--- config.mk ---
export PLATFORM = sky130hd
export DESIGN_NAME = clk_div_sequencer
export DESIGN_NICKNAME = d
export VERILOG_FILES = /design/src/rtl/clk_div_seq_pkg.sv /design/src/rtl/clk_div_sequencer_edge.sv /design/src/rtl/clk_div_sequencer.sv
export SDC_FILE = /design/constraint.sdc
export NUM_CORES = 1
export LEC_CHECK = 0
export CORE_UTILIZATION = 47
export CTS_BUF_LIST = sky130_fd_sc_hd__clkbuf_2 sky130_fd_sc_hd__clkbuf_4 sky130_fd_sc_hd__clkbuf_8
export CTS_CLUSTER_SIZE = 10
export DETAILED_ROUTE_END_ITERATION = 16
export HOLD_SLACK_MARGIN = 0.02
export PLACE_DENSITY = 0.66
export SLEW_MARGIN = 15
export SYNTH_ARGS = -nofsm -noshare
export SYNTH_HDL_FRONTEND = slang
export SYNTH_SLANG_ARGS = --single-unit
export TNS_END_PERCENT = 5
--- constraint.sdc ---
create_clock -name clk -period 7.8 [get_ports clk]
set_input_delay 1.56 -clock clk [delete_from_list [all_inputs] [get_ports clk]]
set_output_delay 1.56 -clock clk [all_outputs]
set_load 0.02 [all_outputs]
--- src/rtl/clk_div_seq_pkg.sv ---
// Shared types, constants and helpers for the divider select sequencer.
package clk_div_seq_pkg;

  localparam int unsigned DW          = 8;
  localparam logic [1:0]  DEFAULT_SEL = 2'b00;
  localparam int unsigned MASK_CYC    = 2;
  localparam int unsigned MASK_W      = $clog2(MASK_CYC + 1);

  typedef enum logic [1:0] {
    IDLE     = 2'd0,
    RUN      = 2'd1,
    WAIT_LOW = 2'd2,
    DONE     = 2'd3
  } state_e;

  typedef struct packed {
    logic [1:0]    sel;
    logic [DW-1:0] dwell;
    logic          en;
  } entry_t;

  typedef struct packed {
    logic       wrapped;
    logic [1:0] idx;
  } next_t;

  // First enabled entry after cur (cur itself last); wrapped set when the search passed index 3.
  function automatic next_t next_enabled(input logic [1:0] cur, input logic [3:0] en_vec);
    next_t      r;
    logic [2:0] pos;
    r.wrapped = 1'b0;
    r.idx     = cur;
    for (int k = 4; k >= 1; k--) begin
      pos = 3'(cur) + 3'(k);
      if (en_vec[pos[1:0]]) begin
        r.idx     = pos[1:0];
        r.wrapped = pos[2];
      end
    end
    return r;
  endfunction

endpackage

--- src/rtl/clk_div_sequencer_edge.sv ---
// Rising-edge detector on the divided clock, blind for MASK_CYC cycles after a select change.
module div_edge_detect
  import clk_div_seq_pkg::*;
(
  input  logic clk,
  input  logic rst_n,
  input  logic sig,
  input  logic mask_start,
  output logic rise_c
);

  logic              prev;
  logic [MASK_W-1:0] mask_cnt;

  // Previous sample and settle-mask countdown.
  always_ff @(posedge clk or negedge rst_n) begin
    if (!rst_n) begin
      prev     <= 1'b0;
      mask_cnt <= '0;
    end else begin
      prev <= sig;
      if (mask_start) begin
        mask_cnt <= MASK_W'(MASK_CYC);
      end else if (mask_cnt != '0) begin
        mask_cnt <= mask_cnt - MASK_W'(1);
      end
    end
  end

  assign rise_c = sig & ~prev & (mask_cnt == '0);

endmodule

--- src/rtl/clk_div_sequencer.sv ---
// Steps the divider select through a 4-entry dwell schedule, switching only while the divided clock is low.
module clk_div_sequencer
  import clk_div_seq_pkg::*;
(
  input  logic          clk,
  input  logic          rst_n,
  input  logic          start,
  input  logic          stop,
  input  logic          mode,
  input  logic          cfg_we,
  input  logic [1:0]    cfg_idx,
  input  logic [1:0]    cfg_sel,
  input  logic [DW-1:0] cfg_dwell,
  input  logic          cfg_en,
  input  logic          div_clk_in,
  output logic [1:0]    div_sel,
  output logic          busy,
  output logic [1:0]    step_idx,
  output logic          switch_pulse,
  output logic          done,
  output logic          cfg_err
);

  localparam int unsigned CW = DW + 1;

  state_e        state, state_n;
  entry_t        tbl [4];
  logic [DW-1:0] cnt, cnt_n;
  logic [DW-1:0] dwell_q, dwell_n;
  logic          loop_q, loop_n;
  logic [1:0]    sel_n, idx_n;
  logic          switch_n;
  logic [3:0]    en_vec;
  next_t         nxt;
  logic [DW:0]   cnt_plus;
  logic          rise_c;

  div_edge_detect u_edge (
    .clk        (clk),
    .rst_n      (rst_n),
    .sig        (div_clk_in),
    .mask_start (switch_n),
    .rise_c     (rise_c)
  );

  // Enable vector gathered from the table for the next-entry search.
  always_comb begin
    for (int i = 0; i < 4; i++) begin
      en_vec[i] = tbl[i].en;
    end
  end

  // Next state, next select and counter updates.
  always_comb begin
    state_n  = state;
    sel_n    = div_sel;
    idx_n    = step_idx;
    cnt_n    = cnt;
    dwell_n  = dwell_q;
    loop_n   = loop_q;
    switch_n = 1'b0;
    cnt_plus = {1'b0, cnt} + CW'(1);
    // From IDLE the search starts past index 3, i.e. at the lowest enabled entry.
    nxt      = next_enabled((state == IDLE) ? 2'd3 : step_idx, en_vec);
    case (state)
      IDLE: begin
        if (start && !stop && (en_vec != 4'b0000)) begin
          idx_n    = nxt.idx;
          sel_n    = tbl[nxt.idx].sel;
          dwell_n  = (tbl[nxt.idx].dwell == '0) ? DW'(1) : tbl[nxt.idx].dwell;
          cnt_n    = '0;
          loop_n   = mode;
          switch_n = 1'b1;
          state_n  = RUN;
        end
      end
      RUN: begin
        if (stop) begin
          state_n = IDLE;
        end else if (rise_c) begin
          cnt_n = cnt_plus[DW-1:0];
          if (cnt_plus == {1'b0, dwell_q}) begin
            state_n = WAIT_LOW;
          end
        end
      end
      WAIT_LOW: begin
        if (stop) begin
          state_n = IDLE;
        end else if (!div_clk_in) begin
          if (!loop_q && nxt.wrapped) begin
            state_n = DONE;
          end else begin
            idx_n    = nxt.idx;
            sel_n    = tbl[nxt.idx].sel;
            dwell_n  = (tbl[nxt.idx].dwell == '0) ? DW'(1) : tbl[nxt.idx].dwell;
            cnt_n    = '0;
            switch_n = 1'b1;
            state_n  = RUN;
          end
        end
      end
      DONE: begin
        state_n = IDLE;
      end
      default: begin
        state_n = IDLE;
      end
    endcase
  end

  // State, schedule registers and registered outputs.
  always_ff @(posedge clk or negedge rst_n) begin
    if (!rst_n) begin
      state        <= IDLE;
      cnt          <= '0;
      dwell_q      <= DW'(1);
      loop_q       <= 1'b0;
      div_sel      <= DEFAULT_SEL;
      step_idx     <= 2'd0;
      busy         <= 1'b0;
      switch_pulse <= 1'b0;
      done         <= 1'b0;
      cfg_err      <= 1'b0;
    end else begin
      state        <= state_n;
      cnt          <= cnt_n;
      dwell_q      <= dwell_n;
      loop_q       <= loop_n;
      div_sel      <= sel_n;
      step_idx     <= idx_n;
      busy         <= (state_n == RUN) || (state_n == WAIT_LOW);
      switch_pulse <= switch_n;
      done         <= (state_n == DONE);
      cfg_err      <= cfg_we & busy;
    end
  end

  // Schedule table; writes while a schedule runs are dropped.
  always_ff @(posedge clk or negedge rst_n) begin
    if (!rst_n) begin
      for (int i = 0; i < 4; i++) begin
        tbl[i] <= '{sel: 2'b00, dwell: DW'(1), en: 1'b0};
      end
    end else if (cfg_we && !busy) begin
      tbl[cfg_idx] <= '{sel: cfg_sel, dwell: cfg_dwell, en: cfg_en};
    end
  end

endmodule

==> results, run 1 <==
- The via count of the first global-routing pass is 2666.
- After detailed routing, the number of vias per cell comes to 5.55.
- The total number of vias is 2601.
- The top fanout value on the critical path is 11.
- The depth of the worst register-to-register path is 9.
- Routability-driven placement finished with a final weighted congestion of 0.861.
- The maximum number of pins on one net before global-route repair is 75.
- In this run the tightest slew margin relative to its limit is 0.303.
- The master cell of the clock root buffer is sky130_fd_sc_hd__clkbuf_8.
- The total power is 1500 uW.
- The count of TritonRoute iterations in the first routing pass is 4.
- After synthesis, the largest family of logic cells by area is multiplexers.
- The total count of hold-check failures in the final report is 0.
- The height of the die is 92.1 um.
- In the final timing run, aggregate negative setup slack is 0 ns.
- Yosys printed 0 warnings.
- Of the total power, the clock network draws 0.227.
- The share of layout cells above drive strength 1 is 0.248.
- The maximum clock frequency is 294 MHz.
- Setup violations remaining at the end of the flow were counted as 0.
- The final-stage net count is 387.
- The endpoint type of the worst setup path is a flip-flop.
- The worst setup path category is in -> reg.
- The number of antenna diodes in the final layout is 0.
- The internal power of the cells totals 983 uW.
- The total wire length is 7530 um.
- The leakage power summed over all cells is 0.00191 uW.
- The worst-case register-to-register setup slack is 4.57 ns.
- The number of sinks driven by the clock tree is 74.
- The wire length of the first global-routing pass is 13200 um.
- After clock tree synthesis, the repair step resized 0 gates.
- The number of remaining DRC errors is 0.
- The pin slew with the least headroom to its limit is 1.04 ns.
- For this run, global-route usage on met2 was measured as 0.329.
- The origin of the critical flop-to-flop path is step_idx[0].
- The number of rows created at floorplan is 32.
- The final count of pins violating max slew is 0.
- Setup repair after global routing left no endpoint under its margin.
- Of the post-synthesis cell area, the dominant cell type holds 0.452.
- The initial antenna violation count is 0.
- The source of the worst hold timing path is div_sel[0].
- The final worst-path cycle share is 0.436.
- The global-route usage over all layers is 0.204.
- The run finished with clean final reports.
- VDD sags by at most 0.179 mV.
- Across the routed clock network, the largest skew measured is 0.00850 ns.
- The arrival time of data at the critical path endpoint is 3.64 ns.
- The number of max-capacitance violations reported is 0.
- After floorplanning, the core was sized to cover 7810 um2.
- The post-synthesis to final-layout area growth is 15.4%.
- The most used flip-flop cell after synthesis is sky130_fd_sc_hd__dfrtp_1.
- In this run the critical register-to-register path is captured at dwell_q[0].
- Synthesis handed over a netlist of 333 instances.
- The antenna violation net count after detailed routing is 0.
- Of the post-synthesis cell area, the part taken by muxes is 0.237.
- The number of nets handed over by synthesis was 358.
- The clock passes through at most 2 buffers.
- The net switching power of the design is 520 uW.
- The total number of H-tree levels is 3.
- The combinational power share is 0.380.
- The routed design could run at a clock period as short as 3.40 ns.
- After synthesis the netlist holds a flip-flop and latch count of 74.
- The placed instances occupy a cell area of 4170 um2.
- The die area is 8480 um2.
- The CTS tree is done.
- For this design, the CTS-stage hold fixing added 0 buffers.
- The die is 92.1 um wide.
- In the synthesized netlist the async set-or-reset flop fraction comes to 1.00.
- In the post-synthesis netlist, the biggest area contributors are sky130_fd_sc_hd__dfrtp_1, sky130_fd_sc_hd__mux2_2, sky130_fd_sc_hd__mux2i_1, sky130_fd_sc_hd__dfstp_2, sky130_fd_sc_hd__nand2_1.
- The clock-pin slew of the registers on the worst-case setup and hold paths is 0.09 ns.
- The fraction of the yosys area taken by sequential cells is 0.487.
- The worst hold path belongs to the class reg -> reg.
- The top cell types in the final layout, fill and taps aside, are sky130_fd_sc_hd__dfrtp_1, sky130_fd_sc_hd__mux2_2, sky130_fd_sc_hd__nand2_1, sky130_fd_sc_hd__clkdlybuf4s50_1, sky130_fd_sc_hd__mux2i_1.
- Of the total synthesized cell area, the portion taken by full adders, half adders and majority gates is 0.0164.
- The number of port buffers is 27.
- The destination of the worst hold path is div_sel[0].
- The estimated wirelength of the detail-placed design is 5190 um.
- The initial utilization of the core area, before any placement, comes to 0.489.
- The count of routing violations after the opening detailed-route iteration is 155.
- The synthesized design spends more area on one cell type than any other, namely sky130_fd_sc_hd__dfrtp_1.
- The clock latency on the worst-skew pair is 0.35 ns.
- The post-layout instance area is 4410 um2.
- Hold timing on the final database bottoms out at a slack of 0.483 ns.
- The routing usage on met3 is 0.0564.
- Summing every instance area after synthesis gives 3820 um2.
- For this run the aggregate overflow at the end of global routing stands at 0.
- The fraction of synthesized cell area in xor and xnor cells is 0.0230.
- The count of flip-flops with a built-in enable after synthesis is 0.
- The post-synthesis average cell area is 11.5 um2.
- Leaving out fill and tap cells, the most frequent cell in the layout is sky130_fd_sc_hd__dfrtp_1.
- The switching part of the total is 0.346.
- For this design the ratio of total power to cell area is 341 nW/um2.
- For this run, the share of the core covered by cells in the final layout is 0.564.
- Counting instances, the worst hold path has a depth of 1.
- At the worst endpoint, the required time is 8.04 ns.
- The number of top-level pins is 28.
- In this run the post-CTS setup repair buffer count came out at 0.
- Of the total synthesized cell area, the portion taken by AND, OR, NAND and NOR gates is 0.105.
- After detailed routing, the average wire length per cell comes to 16.1 um.
- The met1 layer usage reported by global route is 0.267.
- In this run, CTS created clock tree buffers numbering 9.
- The complex-gate fraction of the synthesized area is 0.106.
- The worst setup path is launched from an input pin.
- The highest-utilization routing layer at the global route stage is met2.
- The synthesized netlist contains 49 unique library cells.
- The share of total power dissipated in sequential elements is 0.393.
## cell usage after synthesis, drive strengths merged (5+ instances only)
| library cell | count |
|---|---|
| a21oi | 7 |
| buf | 7 |
| clkbuf | 5 |
| dfrtp | 69 |
| dfstp | 5 |
| ha | 5 |
| inv | 10 |
| mux2 | 55 |
| mux2i | 24 |
| nand2 | 27 |
| nand3 | 11 |
| nor2 | 18 |
| nor3 | 5 |
| nor4 | 5 |
| o21ai | 26 |
| xnor2 | 6 |
## registers in the layout, summed over array words and instances, names as in the netlist, 2 cells and up
name and count:
cnt 8, div_sel 2, dwell_q 8, en_vec 4, state 2, step_idx 2
tbl 40, u_edge.mask_cnt 2
## layer usage
metal  up-vias  share of wire  routed length (um)
met4         0          0.010                  77
met3         9          0.031                 234
met2        46           0.49                3690
met5         -              0                   0
li1       1263              -                   -
met1      1283           0.47                3530
## power by group through the flow
| stage | clock network, uW | registers [uW] | logic (uW) |
|---|---|---|---|
| 3_5_place_dp | 0 | 596 | 572 |
| 6_report | 342 | 590 | 570 |
| 5_1_grt | 371 | 608 | 632 |
| 3_3_place_gp | 0 | 592 | 559 |
| 4_1_cts | 352 | 590 | 574 |
| 2_1_floorplan | 0 | 583 | 434 |
## kinds of logic after synthesis
kind of cell	count (synthesis)
mux	81
flops	74
buf+inv	22
compound gates	58
fa+ha+maj	5
simple gates	83
xor+xnor	10
## metrics by stage
stage                     worst slack (ns)  instances
final                                 4.40        469
after global routing                  4.25        469
after CTS                             4.43        469
after detailed placement              4.05        453
after global placement                4.07        453
after floorplan                       4.93        333
## worst max-delay path by stage
stage | end | startpoint | slack, ns | cells past startpoint
final | tbl[32] | cfg_we | 4.40 | 5
after global routing | dwell_q[0] | stop | 4.25 | 7
after CTS | dwell_q[0] | stop | 4.43 | 7
after detailed placement | tbl[32] | cfg_we | 4.05 | 5
after global placement | tbl[25] | cfg_we | 4.07 | 5
after floorplan | tbl[35] | cfg_we | 4.93 | 4
## final cells by class
class	count	area, um2
clock inverter	6	95.1
timing repair buffer	30	288
tap	102	128
clock buffer	10	138
sequential	74	1860
multi-input combinational	237	1860
fill	685	3400
inverter	10	40.0
## worst max-delay path, cell delays in order
cell and delay, ns:
sky130_fd_sc_hd__clkdlybuf4s50_1 0.46, sky130_fd_sc_hd__nor2b_1 0.30, sky130_fd_sc_hd__nand2_1 0.09, sky130_fd_sc_hd__nor2_1 0.79, sky130_fd_sc_hd__mux2_2 0.43
Note: power is estimated with default switching activity, not from simulation.
==> run 2: changes to the inputs <==
Clock period 7.8 ns to 3.5 ns, I/O delays scaled along.
==> run 2 against run 1 <==
Compared with the run above:
- register-to-register slack got worse by 4.0 ns
- sequential power increased by 120%
- setup slack got worse by 3.9 ns
- largest cell class unchanged
==> results, run 2 (synthesized netlist as in run 1, its figures left out) <==
- The via count of the first global-routing pass is 2606 (-2.3%).
- The number of buffers and inverters on the critical path was 0 (-1).
- The top cell family by delay on the critical path is compound AO/OA/AOI/OAI gates.
- The combinational power share was 0.397 (+0.017).
- The maximum clock skew at final layout came to 0.0100 ns (+0.00153 ns).
- The width of the die is 92.1 um (unchanged).
- The number of clock buffers inserted by TritonCTS is 9 (unchanged).
- The pin slew with the least headroom to its limit is 0.686 ns (-0.356 ns).
- The die area was 8480 um2 (unchanged).
- Of the available clock period, the critical path in the final layout requires 0.845.
- The final count of pins violating max slew is 0 (unchanged).
- The antenna cell count is 0 (unchanged).
- The critical path is of the reg -> reg type.
- The data required time at the worst endpoint was 3.72 ns (-4.32 ns).
- The post-cts sizing count is 0 (unchanged).
- The area of the core is 7810 um2 (unchanged).
- The worst-case register-to-register setup slack is 0.54 ns (-4.03 ns).
- The sequential share of power was 0.418 (+0.025).
- The effective utilization at floorplan was 0.489 (unchanged).
- The number of sinks driven by the clock tree is 74 (unchanged).
- The routed wire length per instance is 16.1 um (about the same).
- The largest stage delay on the critical path was 0.57 ns (-0.22 ns).
- The number of max-capacitance violations reported is 0 (unchanged).
- The clock latency on the worst-skew pair came to 0.35 ns (about the same).
- From synthesis to final layout, the design area changed by 14.9%.
- The leakage power summed over all cells is 0.00190 uW (-0.40%).
- The clock-pin slew of the registers on the worst-case setup and hold paths is 0.08 ns (about the same).
- TritonCTS built the clock tree.
- The power density over the cells is 723 nW/um2 (+110%).
- The number of port buffers is 27 (unchanged).
- The estimated wirelength of the detail-placed design is 5590 um (+7.7%).
- The master cell of the clock root buffer is sky130_fd_sc_hd__clkbuf_8.
- The largest registers in the layout are tbl: 40 flops, cnt: 8 flops, dwell_q: 8 flops.
- The signal on the critical path passes through o21bai_4, ha_1, nand3_1, o22ai_1, o21ai_0, nand3_2, mux2_2, o21ai_0, o21ai_0.
- STA classifies the critical path startpoint as a flip-flop.
- The share of layout cells above drive strength 1 is 0.258 (+0.0101).
- The endpoint type of the worst setup path is a flip-flop.
- The endpoint identified for the worst register-to-register timing path is dwell_q[4].
- The height of the die is 92.1 um (unchanged).
- The worst supply voltage drop on vdd was 0.304 mV (+70%).
- The number of top-level pins is 28 (unchanged).
- The top register by number of flip-flops is tbl.
- The worst hold-check path type is in -> async.
- The initial antenna violation count is 0 (unchanged).
- The relative slew slack is 0.542 (+0.239).
- The post-cts hold buffer count is 0 (unchanged).
- The number of rows created at floorplan is 32 (unchanged).
- The final-stage net count was 392 (+1.3%).
- The arrival time of data at the critical path endpoint is 3.18 ns (-0.46 ns).
- The minimum setup slack after placement is 0.545 ns (-3.51 ns).
- The number of flip-flops in the largest register is 40 (unchanged).
- The internal cell power is 2030 uW (+110%).
- The antenna violation net count after detailed routing is 0 (unchanged).
- In the layout the commonest cells are sky130_fd_sc_hd__dfrtp_1, sky130_fd_sc_hd__mux2_2, sky130_fd_sc_hd__nand2_1, sky130_fd_sc_hd__clkdlybuf4s50_1, sky130_fd_sc_hd__mux2i_1.
- The post-layout worst setup margin is 0.542 ns (-3.85 ns).
- The ratio of routed vias to standard cells is 5.55 (about the same).
- The count of routing violations after the opening detailed-route iteration came to 108 (-30%).
- The global-route usage over all layers is 0.201 (-0.00282).
- The library cell used most frequently in the layout, excluding fill and tap cells, is sky130_fd_sc_hd__dfrtp_1.
- The total congestion overflow after global routing came to 0 (unchanged).
- The clock network power share is 0.186 (-0.041).
- The top fanout value on the critical path was 23 (+12).
- The switching part of the total is 0.359 (+0.0133).
- The most used cell along the critical path is sky130_fd_sc_hd__o21ai_0.
- The number of setup buffers added after CTS was 0 (unchanged).
- The number of remaining DRC errors is 0 (unchanged).
- The critical path's slowest cell is sky130_fd_sc_hd__nand3_2.
- The count of TritonRoute iterations in the first routing pass is 4 (unchanged).
- The total count of hold-check failures in the final report came to 0 (unchanged).
- The final critical-path required period is 2.96 ns.
- The number of setup violations in the final report came to 0 (unchanged).
- The depth of the worst register-to-register path is 9 (unchanged).
- The total number of H-tree levels came to 3 (unchanged).
- Setup repair after global routing left no endpoint under its margin.
- The accumulated negative setup slack was 0 ns (unchanged).
- In this run the critical register-to-register path is launched from step_idx[0].
- The routability congestion estimate from global placement is 0.912 (+5.9%).
- The maximum clock frequency is 338 MHz.
- The net switching power of the design is 1140 uW (+120%).
- The total wire length is 7610 um (+1.1%).
- The wire length of the first global-routing pass is 13200 um (-0.26%).
- The maximum buffer depth of the clock tree is 2 (unchanged).
- The maximum number of pins on one net before global-route repair is 33 (-56%).
- The total number of vias is 2630 (+1.1%).
- The run finished with clean final reports.
==> run 2: worst max-delay path by stage <==
stage / from / endpoint / slack (ns) / depth (start not counted)
after detailed placement: state[0] / dwell_q[4] / 0.54 / 9
after floorplan: step_idx[0] / div_sel[0] / 0.95 / 8
final: step_idx[0] / dwell_q[4] / 0.54 / 9
after global routing: step_idx[0] / dwell_q[4] / 0.25 / 9
after CTS: step_idx[0] / dwell_q[4] / 0.52 / 9
after global placement: step_idx[0] / dwell_q[4] / 0.62 / 9
==> run 2: layout make-up <==
cell class                 count  area [um2]
multi-input combinational    237        1860
sequential                    74        1860
tap                          102         128
clock inverter                 6        42.5
clock buffer                  10         131
inverter                      10        40.0
fill                         678        3420
timing repair buffer          35         325
==> run 2: worst register-to-register path: cells and delay by family, from the launching register on <==
family / cells / cell delay (ns)
flip-flops: 1 / 0.46
AO/OA/AOI/OAI: 5 / 0.84
adder cells (fa/ha/maj): 1 / 0.35
AND/OR/NAND/NOR: 2 / 0.68
multiplexers: 1 / 0.50
==> run 2: metrics by stage <==
step,utilization,hold slack (ns),std cells,cell area [um2],power [uW]
detailed placement,0.539,0.491,458,4210,2600
global route,0.562,0.271,474,4380,3400
finish,0.562,0.265,474,4380,3170
CTS,0.562,0.260,474,4380,3200
floorplan,-,0.404,333,3820,2270
global placement,0.539,0.480,458,4210,2560
==> run 2: power groups by stage <==
stage / registers, uW / logic [uW] / clock network [uW]
final: 1320 / 1260 / 588
after global routing: 1360 / 1390 / 650
after CTS: 1320 / 1270 / 610
after detailed placement: 1340 / 1270 / 0
after global placement: 1330 / 1240 / 0
after floorplan: 1300 / 967 / 0
==> run 2: routing by layer <==
layer | global-route usage | up-vias | wire (um)
met2 | 0.324 | 51 | 3720
met5 | 0 | - | 0
met3 | 0.0556 | 7 | 279
li1 | - | 1276 | -
met1 | 0.267 | 1296 | 3560
met4 | 0.0547 | 0 | 57
==> run 3: changes to the inputs <==
Settings changed: PLACE_DENSITY 0.66 to 0.69.
Clock period 3.5 ns to 2.7 ns, I/O delays scaled along.
==> run 3 against run 2 <==
Compared with the run above:
- design area increased by 8.4%
- largest power group is now combinational cells
- combinational power increased by 53%
- critical path depth is 2 higher
==> results, run 3 (synthesized netlist as in run 1, its figures left out) <==
- Tracing the worst setup path back leads to its startpoint at state[0].
- The layer flagged by global routing as most heavily used is met2.
- The number of sinks driven by the clock tree is 74 (unchanged).
- The number of port buffers is 27 (unchanged).
- Walking the worst path, the cells encountered are o21bai_4, buf_6, ha_4, mux4_2, nand3_2, nand3_2, a221o_1, a31oi_4, buf_12, a211oi_1, a21o_1.
- The total number of vias is 2712 (+3.1%).
- Setup repair after global routing could not meet its margin everywhere.
- The routability congestion estimate from global placement is 0.824 (-9.7%).
- The flow ran to the end, and the final reports show no timing, DRC or antenna violations.
- The origin of the critical flop-to-flop path is state[0].
- The number of clock buffers inserted by TritonCTS is 9 (unchanged).
- The post-cts hold buffer count is 0 (unchanged).
- The post-layout instance area is 4750 um2 (+8.4%).
- The most common cell after layout, fill and taps aside is sky130_fd_sc_hd__dfrtp_1.
- The estimated wirelength of the detail-placed design is 5350 um (-4.3%).
- The number of setup violations in the final report is 0 (unchanged).
- Leaving out fill and tap cells, the most frequent cells in the layout are sky130_fd_sc_hd__dfrtp_1, sky130_fd_sc_hd__mux2_2, sky130_fd_sc_hd__nand2_1, sky130_fd_sc_hd__clkdlybuf4s50_1, sky130_fd_sc_hd__mux2i_1.
- The global routing met2 resource utilization came to 0.329 (+0.00498).
- STA classifies the critical path startpoint as a flip-flop.
- The final worst-path cycle share was 1.00 (+0.155).
- The depth of the critical timing path with buffers and inverters included was 11 (+2).
- The number of fill cells is 664 (-2.1%).
- The number of buffers and inverters on the critical path is 2 (+2).
- The antenna violation net count after detailed routing is 0 (unchanged).
- The number of max-capacitance violations reported is 0 (unchanged).
- The routed wire length per instance came to 16.7 um (+4.1%).
- The arrival time of data at the critical path endpoint is 2.94 ns (-0.24 ns).
- The worst setup path is captured at a flip-flop.
- The number of remaining DRC errors came to 0 (unchanged).
- The clock latency on the worst-skew pair is 0.35 ns (about the same).
- The leakage power summed over all cells was 0.00207 uW (+8.9%).
- Among the stages of the critical path, the cell type that occurs most often is sky130_fd_sc_hd__nand3_2.
- The depth of the worst register-to-register path is 11 (+2).
- In the final layout, the registers with the most flip-flops are tbl: 40 flops, cnt: 8 flops, dwell_q: 8 flops.
- The post-synthesis to final-layout area growth is 24.6%.
- The die area is 8480 um2 (unchanged).
- The maximum clock frequency is 370 MHz (+9.5%).
- The final-stage net count was 411 (+4.8%).
- The total power is 4690 uW (+48%).
- The final critical-path required period came to 2.70 ns (-0.258 ns).
- The worst supply voltage drop on vdd is 0.526 mV (+73%).
- The top fanout value on the critical path is 6 (-74%).
- The worst-case register-to-register setup slack is 0.0001 ns (-0.54 ns).
- The top cell family by delay on the critical path is compound AO/OA/AOI/OAI gates.
- The area of combinational cells with multiple inputs was 1930 um2 (+3.8%).
- The antenna cell count was 0 (unchanged).
- The maximum buffer depth of the clock tree is 2 (unchanged).
- The routing usage on met3 came to 0.0506 (-0.00498).
- The critical path's slowest cell is sky130_fd_sc_hd__dfrtp_2.
- The number of cells after detailed placement is 470 (+2.6%).
- The master cell of the clock root buffer is sky130_fd_sc_hd__clkbuf_8.
- The number of top-level pins came to 28 (unchanged).
- The ratio of routed vias to standard cells came to 5.50 (-0.86%).
- The total congestion overflow after global routing is 0 (unchanged).
- The number of rows created at floorplan was 32 (unchanged).
- The total count of hold-check failures in the final report came to 0 (unchanged).
- The area of the core is 7810 um2 (unchanged).
- The endpoint of the worst register-to-register path is div_sel[0].
- The register with the most flip-flops in the final layout is tbl.
- The count of TritonRoute iterations in the first routing pass is 4 (unchanged).
- The area taken by flip-flops and latches is 1860 um2 (about the same).
- The non-filler instance count after layout was 493 (+4.0%).
- The smallest hold slack is 0.200 ns (-0.0653 ns).
- The area of placed instances is 4340 um2 (+3.0%).
- The pin slew with the least headroom to its limit is 0.641 ns (-0.0453 ns).
- The power density over the cells came to 986 nW/um2 (+36%).
- The total number of H-tree levels is 3 (unchanged).
- The maximum clock skew at final layout came to 0.0113 ns (+0.00127 ns).
- The width of the die is 92.1 um (unchanged).
- The height of the die came to 92.1 um (unchanged).
- The termination of the worst setup path is div_sel[0].
- The accumulated negative setup slack came to 0 ns (unchanged).
- The initial antenna violation count is 0 (unchanged).
- The total wire length is 8240 um (+8.3%).
- The worst setup path is of the reg -> reg kind.
- The final count of pins violating max slew is 0 (unchanged).
- The number of flip-flops in the largest register is 40 (unchanged).
- The global-route usage over all layers was 0.205 (+0.00349).
- The relative slew slack is 0.573 (+0.0308).
- The maximum number of pins on one net before global-route repair is 75 (+130%).
- The wire length of the first global-routing pass came to 13300 um (+1.0%).
- TritonCTS built the clock tree.
- The share of layout cells above drive strength 1 is 0.330 (+0.0719).
- The count of routing violations after the opening detailed-route iteration came to 162 (+50%).
- The met1 layer usage reported by global route is 0.273 (+0.00524).
- The largest stage delay on the critical path is 0.46 ns (-0.11 ns).
- The worst hold-check path type is in -> async.
- The data required time at the worst endpoint is 2.94 ns (-0.78 ns).
- The via count of the first global-routing pass is 2661 (+2.1%).
- The effective utilization at floorplan is 0.489 (unchanged).
- The clock-pin slew of the registers on the worst-case setup and hold paths was 0.08 ns (about the same).
## run 3: cell count changes in the layout (fill, tap and decap cells not counted), moves of 3 or more
cell                        previous run  this run
sky130_fd_sc_hd__buf_6                 0         5
sky130_fd_sc_hd__nand3_2               1         4
sky130_fd_sc_hd__buf_4                 8        17
sky130_fd_sc_hd__o21ai_1               7        11
sky130_fd_sc_hd__bufinv_16             0         3
sky130_fd_sc_hd__buf_12                0         3
sky130_fd_sc_hd__o21ai_0              19        13
sky130_fd_sc_hd__nand3_1              10         7
## run 3: how the worst min path moves through the flow
stage / start / cells past startpoint / end / slack [ns]
final: rst_n / 2 / done / 0.20
after global routing: rst_n / 2 / loop_q / 0.23
after CTS: rst_n / 2 / done / 0.22
after detailed placement: tbl[9] / 1 / tbl[9] / 0.49
after global placement: tbl[9] / 1 / tbl[9] / 0.48
after floorplan: rst_n / 0 / busy / 0.24
## run 3: layout make-up
class                      count  area share
timing repair buffer          54       0.116
tap                          102      0.0268
inverter                      10     0.00842
sequential                    74       0.391
clock buffer                  10      0.0276
multi-input combinational    237       0.406
clock inverter                 6      0.0242
## run 3: what timing repair did
action                                 CTS  global route
endpoints found under the hold margin    0             0
gates cloned                             1             1
setup endpoints to repair               13            25
gates resized for setup                  3            26
setup buffers                            3             4
pin swaps                                3             9
## run 3: metal layers
layer | up-vias | share of wire
met5 | - | 0
met4 | 0 | 0.012
met3 | 10 | 0.025
met2 | 32 | 0.50
met1 | 1351 | 0.46
li1 | 1319 | -
## run 3: worst reg2reg max path: cells and delay by family (launching register included)
family,cells,cell delay [ns]
buffers and inverters,2,0.31
adder cells (fa/ha/maj),1,0.21
flip-flops,1,0.46
multiplexers,1,0.32
AND/OR/NAND/NOR,2,0.16
AO/OA/AOI/OAI,5,1.14
## run 3: power breakdown
part	switching [uW]	total (uW)	leakage [uW]	internal (uW)
clock network	423	1050	0.000121	629
logic	907	1930	0.00105	1020
registers	261	1700	0.000902	1440
total	1590	4690	0.00207	3090
## run 3: per-stage QoR
| stage | util | setup slack [ns] |
|---|---|---|
| floorplan | - | 0.146 |
| global placement | 0.556 | -0.0351 |
| detailed placement | 0.556 | -0.0864 |
| CTS | 0.595 | 0.000712 |
| global route | 0.609 | -0.0786 |
| finish | 0.609 | 0.0000990 |
==> RTL change 1, RTL diff (config.mk and constraints of run 3) <==
Re-encode `state_e` (4 states) as one-hot, 4 bits wide.
--- a/src/rtl/clk_div_seq_pkg.sv
+++ b/src/rtl/clk_div_seq_pkg.sv
@@ -6,11 +6,11 @@
   localparam int unsigned MASK_CYC    = 2;
   localparam int unsigned MASK_W      = $clog2(MASK_CYC + 1);
 
-  typedef enum logic [1:0] {
-    IDLE     = 2'd0,
-    RUN      = 2'd1,
-    WAIT_LOW = 2'd2,
-    DONE     = 2'd3
+  typedef enum logic [3:0] {
+    IDLE     = 4'b0001,
+    RUN      = 4'b0010,
+    WAIT_LOW = 4'b0100,
+    DONE     = 4'b1000
   } state_e;
 
   typedef struct packed {
Check against the original RTL: no difference found for any inputs over 4 cycles, from zero or initial values and one cycle with rst_n low; so few cycles prove little.
==> RTL change 1 against run 3 <==
The run now ends with negative setup slack left. Clock power fell by 11%. Sequential cell count grew 2. Design area increased by 1.1%. Clock skew fell by 0.0021 ns. Area after synthesis grew 1.1%. Total power increased by 22%. Worst setup slack worse by 0.50 ns. Combinational power is 57% higher. Routed wire length is 4.6% lower. Critical path type unchanged.
==> RTL change 1: results (changes against run 3) <==
placed cell areas 4520 um^2 (+4.3%); M1 wire length 3550 um (-6.9%); Area growth syn-to-layout 24.5% (about the same); worst r2r src state[0]; DP Cell Count 468 (-0.43%); Syn Nets 340 (-5.0%); DP Worst Slack -0.561 ns (-0.475 ns); Crit path max-delay family multiplexers; First DRT Iteration DRCs 172 (+6.2%); met3 WL 281 um (+39%); Synth Area in Adders 0.0130 (-0.00342); synthesized instance count 316 (-5.1%); final hold slack 0.174 ns (-0.0258 ns); ranking of synthesized cells by area dfrtp_1 (45%), mux2_2 (16%), mux4_2 (4.7%), mux2i_1 (4.2%), dfstp_2 (4.1%); GRT met3 Usage 0.0509 (+0.000323); logic gate share of total power 0.531 (+0.119); routed length on met2 3960 um (-3.9%); Worst path max stage delay 0.54 ns (+0.08 ns); mux cell area share after synthesis 0.249 (+0.0117); outcome finished with violations; NonClk Buf Share 0.124 (+0.00840); drt total wl 7860 um (-4.6%); setup tns final -4.48 ns (-4.48 ns); smallest setup slack after layout -0.496 ns (-0.496 ns); Setup crit end dwell_q[0]; Syn Area/Cell 12.2 um^2 (+6.6%); clock sink total 76 (+2.7%); M1 GR Usage 0.257 (-0.0158); Static Leakage 2.07 nW (about the same); first-pass GRT wire length 13,500 um (+1.5%); Critical Path Fanout Max 3 (-3); final setup violation count 23 (+23); failing checks negative setup slack; Multi-input comb cells 218 (-8.0%); number of global-route vias before repair 2,774 (+4.2%); met2 GRT Util 0.343 (+0.0142); register area share after synthesis 0.495 (+0.00793); final net count 406 (-1.2%)
RTL change 1: cell count changes in the layout (fill, tap and decap cells not counted), moves of 3 or more:
cell / before / now
buf_4: 17 / 42
nand2_1: 26 / 15
o21ai_1: 11 / 1
mux2i_1: 24 / 16
mux4_2: 2 / 8
buf_6: 5 / 0
and3_1: 0 / 4
nand3_2: 4 / 0
nor4_1: 5 / 1
or3_1: 4 / 0
inv_6: 1 / 4
o21ai_0: 13 / 16
xnor2_1: 6 / 9
RTL change 1: what timing repair did:
action                                  in CTS  in global routing
endpoints found under the setup margin      25                 25
hold buffers                                 0                  0
buffers inserted                             4                  1
resized for setup                            7                  2
pin swaps                                    8                  2
RTL change 1: cell families (layout without fill, tap and decap cells):
| group | Yosys count | count (layout) |
|---|---|---|
| buf+inv | 22 | 93 |
| mux | 79 | 79 |
| simple gates | 75 | 75 |
| fa+ha+maj | 4 | 4 |
| compound gates | 45 | 45 |
| xor+xnor | 15 | 15 |
| flops | 76 | 76 |
==> RTL change 2, RTL diff (settings of run 3) <==
Without the edit above. Change the package constant `MASK_CYC` from 2 to 1.
--- a/src/rtl/clk_div_seq_pkg.sv
+++ b/src/rtl/clk_div_seq_pkg.sv
@@ -3,7 +3,7 @@
 
   localparam int unsigned DW          = 8;
   localparam logic [1:0]  DEFAULT_SEL = 2'b00;
-  localparam int unsigned MASK_CYC    = 2;
+  localparam int unsigned MASK_CYC    = 1;
   localparam int unsigned MASK_W      = $clog2(MASK_CYC + 1);
 
   typedef enum logic [1:0] {
Check against the original RTL: not equivalent (a bounded check fails within 10 cycles, from zero or initial values and one cycle with rst_n low).
==> RTL change 2 against run 3 <==
Routed wire length fell by 7.5%. Area after synthesis down 1.3%. Worst setup slack improved by 0.027 ns. Total power up 7.6%. Sequential cell count shrank 2. Design area shrank 1.7%. Die area decreased by 1.3%. Clock power about the same.
==> RTL change 2: results (changes against run 3) <==
outcome complete, no violations; Synth Warn # 0 (unchanged); number of global-route vias before repair 2,549 (-4.2%); hpwl dp 5380 um (+0.55%); diode count 0 (unchanged); I/O Buffers 27 (unchanged); largest net degree at the start of global routing 29 (-61%); first-pass GRT wire length 12,700 um (-4.9%); root buf cell clkbuf_8; prevailing post-synth register cell dfrtp_1; share of cells above drive strength 1 0.371 (+0.0410); register area share after synthesis 0.480 (-0.00682); drt pass-1 iters 4 (unchanged); Clock Tree Buf Depth 2 (unchanged); Worst path max stage delay 0.38 ns (-0.08 ns); fin cells 466 (-5.5%); worst r2r src step_idx[1]; clock-pin transition on the worst setup and hold timing paths 0.08 ns (about the same); Hold WC Path Type in2async; WL per Instance 16.4 um (-2.1%); DR vias/cell 5.41 (-1.7%); peak supply drop 0.503 mV (-4.3%); Crit path max-delay family compound AO/OA/AOI/OAI gates; Commonest cells post-synth dfrtp_1 (67), mux2_2 (56), mux2i_1 (25); slowest stage cell, crit path dfrtp_1; First DRT Iteration DRCs 148 (-8.6%); deepest level of the CTS H-tree 3 (unchanged); GP Congestion 0.794 (-3.6%); reg2reg path depth 10 (-1); CP Data Arrival Time 2.96 ns (+0.02 ns); DP Cell Count 446 (-5.1%); final net count 383 (-6.8%); Setup Skew 0.00380 ns (-0.00750 ns); total CTS buffers 9 (unchanged); Syn Nets 330 (-7.8%); GRT Util Overall 0.194 (-0.0105); ys async rst share 1.00 (unchanged); Synth cell types 53 (+8.2%); Static Leakage 2.02 nW (-2.4%); Critical Path Fanout Max 11 (+5); synthesized instance count 306 (-8.1%); initial antenna violation count 0 (unchanged); placed cell areas 4310 um^2 (-0.63%); r2r setup slk 0.03 ns (+0.03 ns); worst slew pin tran 0.367 ns (-0.274 ns); Setup crit end dwell_q[0]; clock latency on the worst-skew pair 0.33 ns (-0.02 ns); ranking of synthesized cells by area dfrtp_1 (45%), mux2_2 (17%), mux2i_1 (6.6%), dfstp_2 (3.5%), mux2_4 (2.4%)
[RTL change 2: worst min path at each step]
stage | from | endpoint | slack, ns | cells after the start
floorplan | rst_n | busy | 0.24 | 0
global placement | rst_n | loop_q | 0.49 | 1
detailed placement | rst_n | loop_q | 0.48 | 1
CTS | rst_n | loop_q | 0.11 | 1
global route | rst_n | loop_q | 0.14 | 1
finish | rst_n | loop_q | 0.11 | 1
[RTL change 2: logic make-up (layout without fill, tap and decap cells)]
kind of cell | after synthesis | after routing | share of synthesized area
compound gates | 50 | 50 | 0.100
xor+xnor | 10 | 10 | 0.0253
fa+ha+maj | 4 | 4 | 0.0133
buf+inv | 18 | 76 | 0.0239
flops | 72 | 72 | 0.480
mux | 89 | 89 | 0.270
simple gates | 63 | 63 | 0.0874
[RTL change 2: what timing repair did]
| action | in CTS | in global routing |
|---|---|---|
| resized for setup | 1 | 15 |
| endpoints found under the setup margin | 5 | 12 |
| pin swaps | 0 | 4 |
| buffers inserted | 0 | 3 |
| gates cloned | 0 | 1 |
[RTL change 2: report_power, final]
part           internal, W  leakage [nW]  switching (W)
sequential         0.00144         0.871       0.000271
clock             0.000650         0.127       0.000399
combinational      0.00125          1.02        0.00104
[RTL change 2: area by class of cell]
| type | instances | area [um^2] |
|---|---|---|
| fillers | 606 | 3050 |
| multi-input cells | 216 | 1940 |
| flip-flops and latches | 72 | 1810 |
| repair buffers | 54 | 514 |
| clock buffers | 11 | 145 |
| well taps | 102 | 128 |
| clock inverters | 5 | 104 |
| inverters | 6 | 30.0 |
[RTL change 2: metrics by stage]
step	total power [W]	setup WS (ns)
2_1_floorplan	0.00317	-0.0582
3_3_place_gp	0.00379	0.0137
3_5_place_dp	0.00382	-0.0337
4_1_cts	0.00490	-0.00978
5_1_grt	0.00535	-0.0735
6_report	0.00504	0.0271
[RTL change 2: layer usage]
layer	track usage	share of wire	vias up
met1	0.268	0.48	1249
met2	0.308	0.48	34
li1	-	-	1228
met4	0.0516	0.012	0
met5	0	0	-
met3	0.0452	0.023	10
[RTL change 2: worst reg2reg max path, stage by stage, from the launching register on]
cell and delay [ns]:
dfrtp_1 0.38, o21bai_2 0.22, ha_4 0.30, a21bo_2 0.23
a32oi_1 0.20, o211ai_1 0.18, clkbuf_16 0.23, mux2i_1 0.16
mux2_4 0.30, nor4_4 0.28, o22a_1 0.16
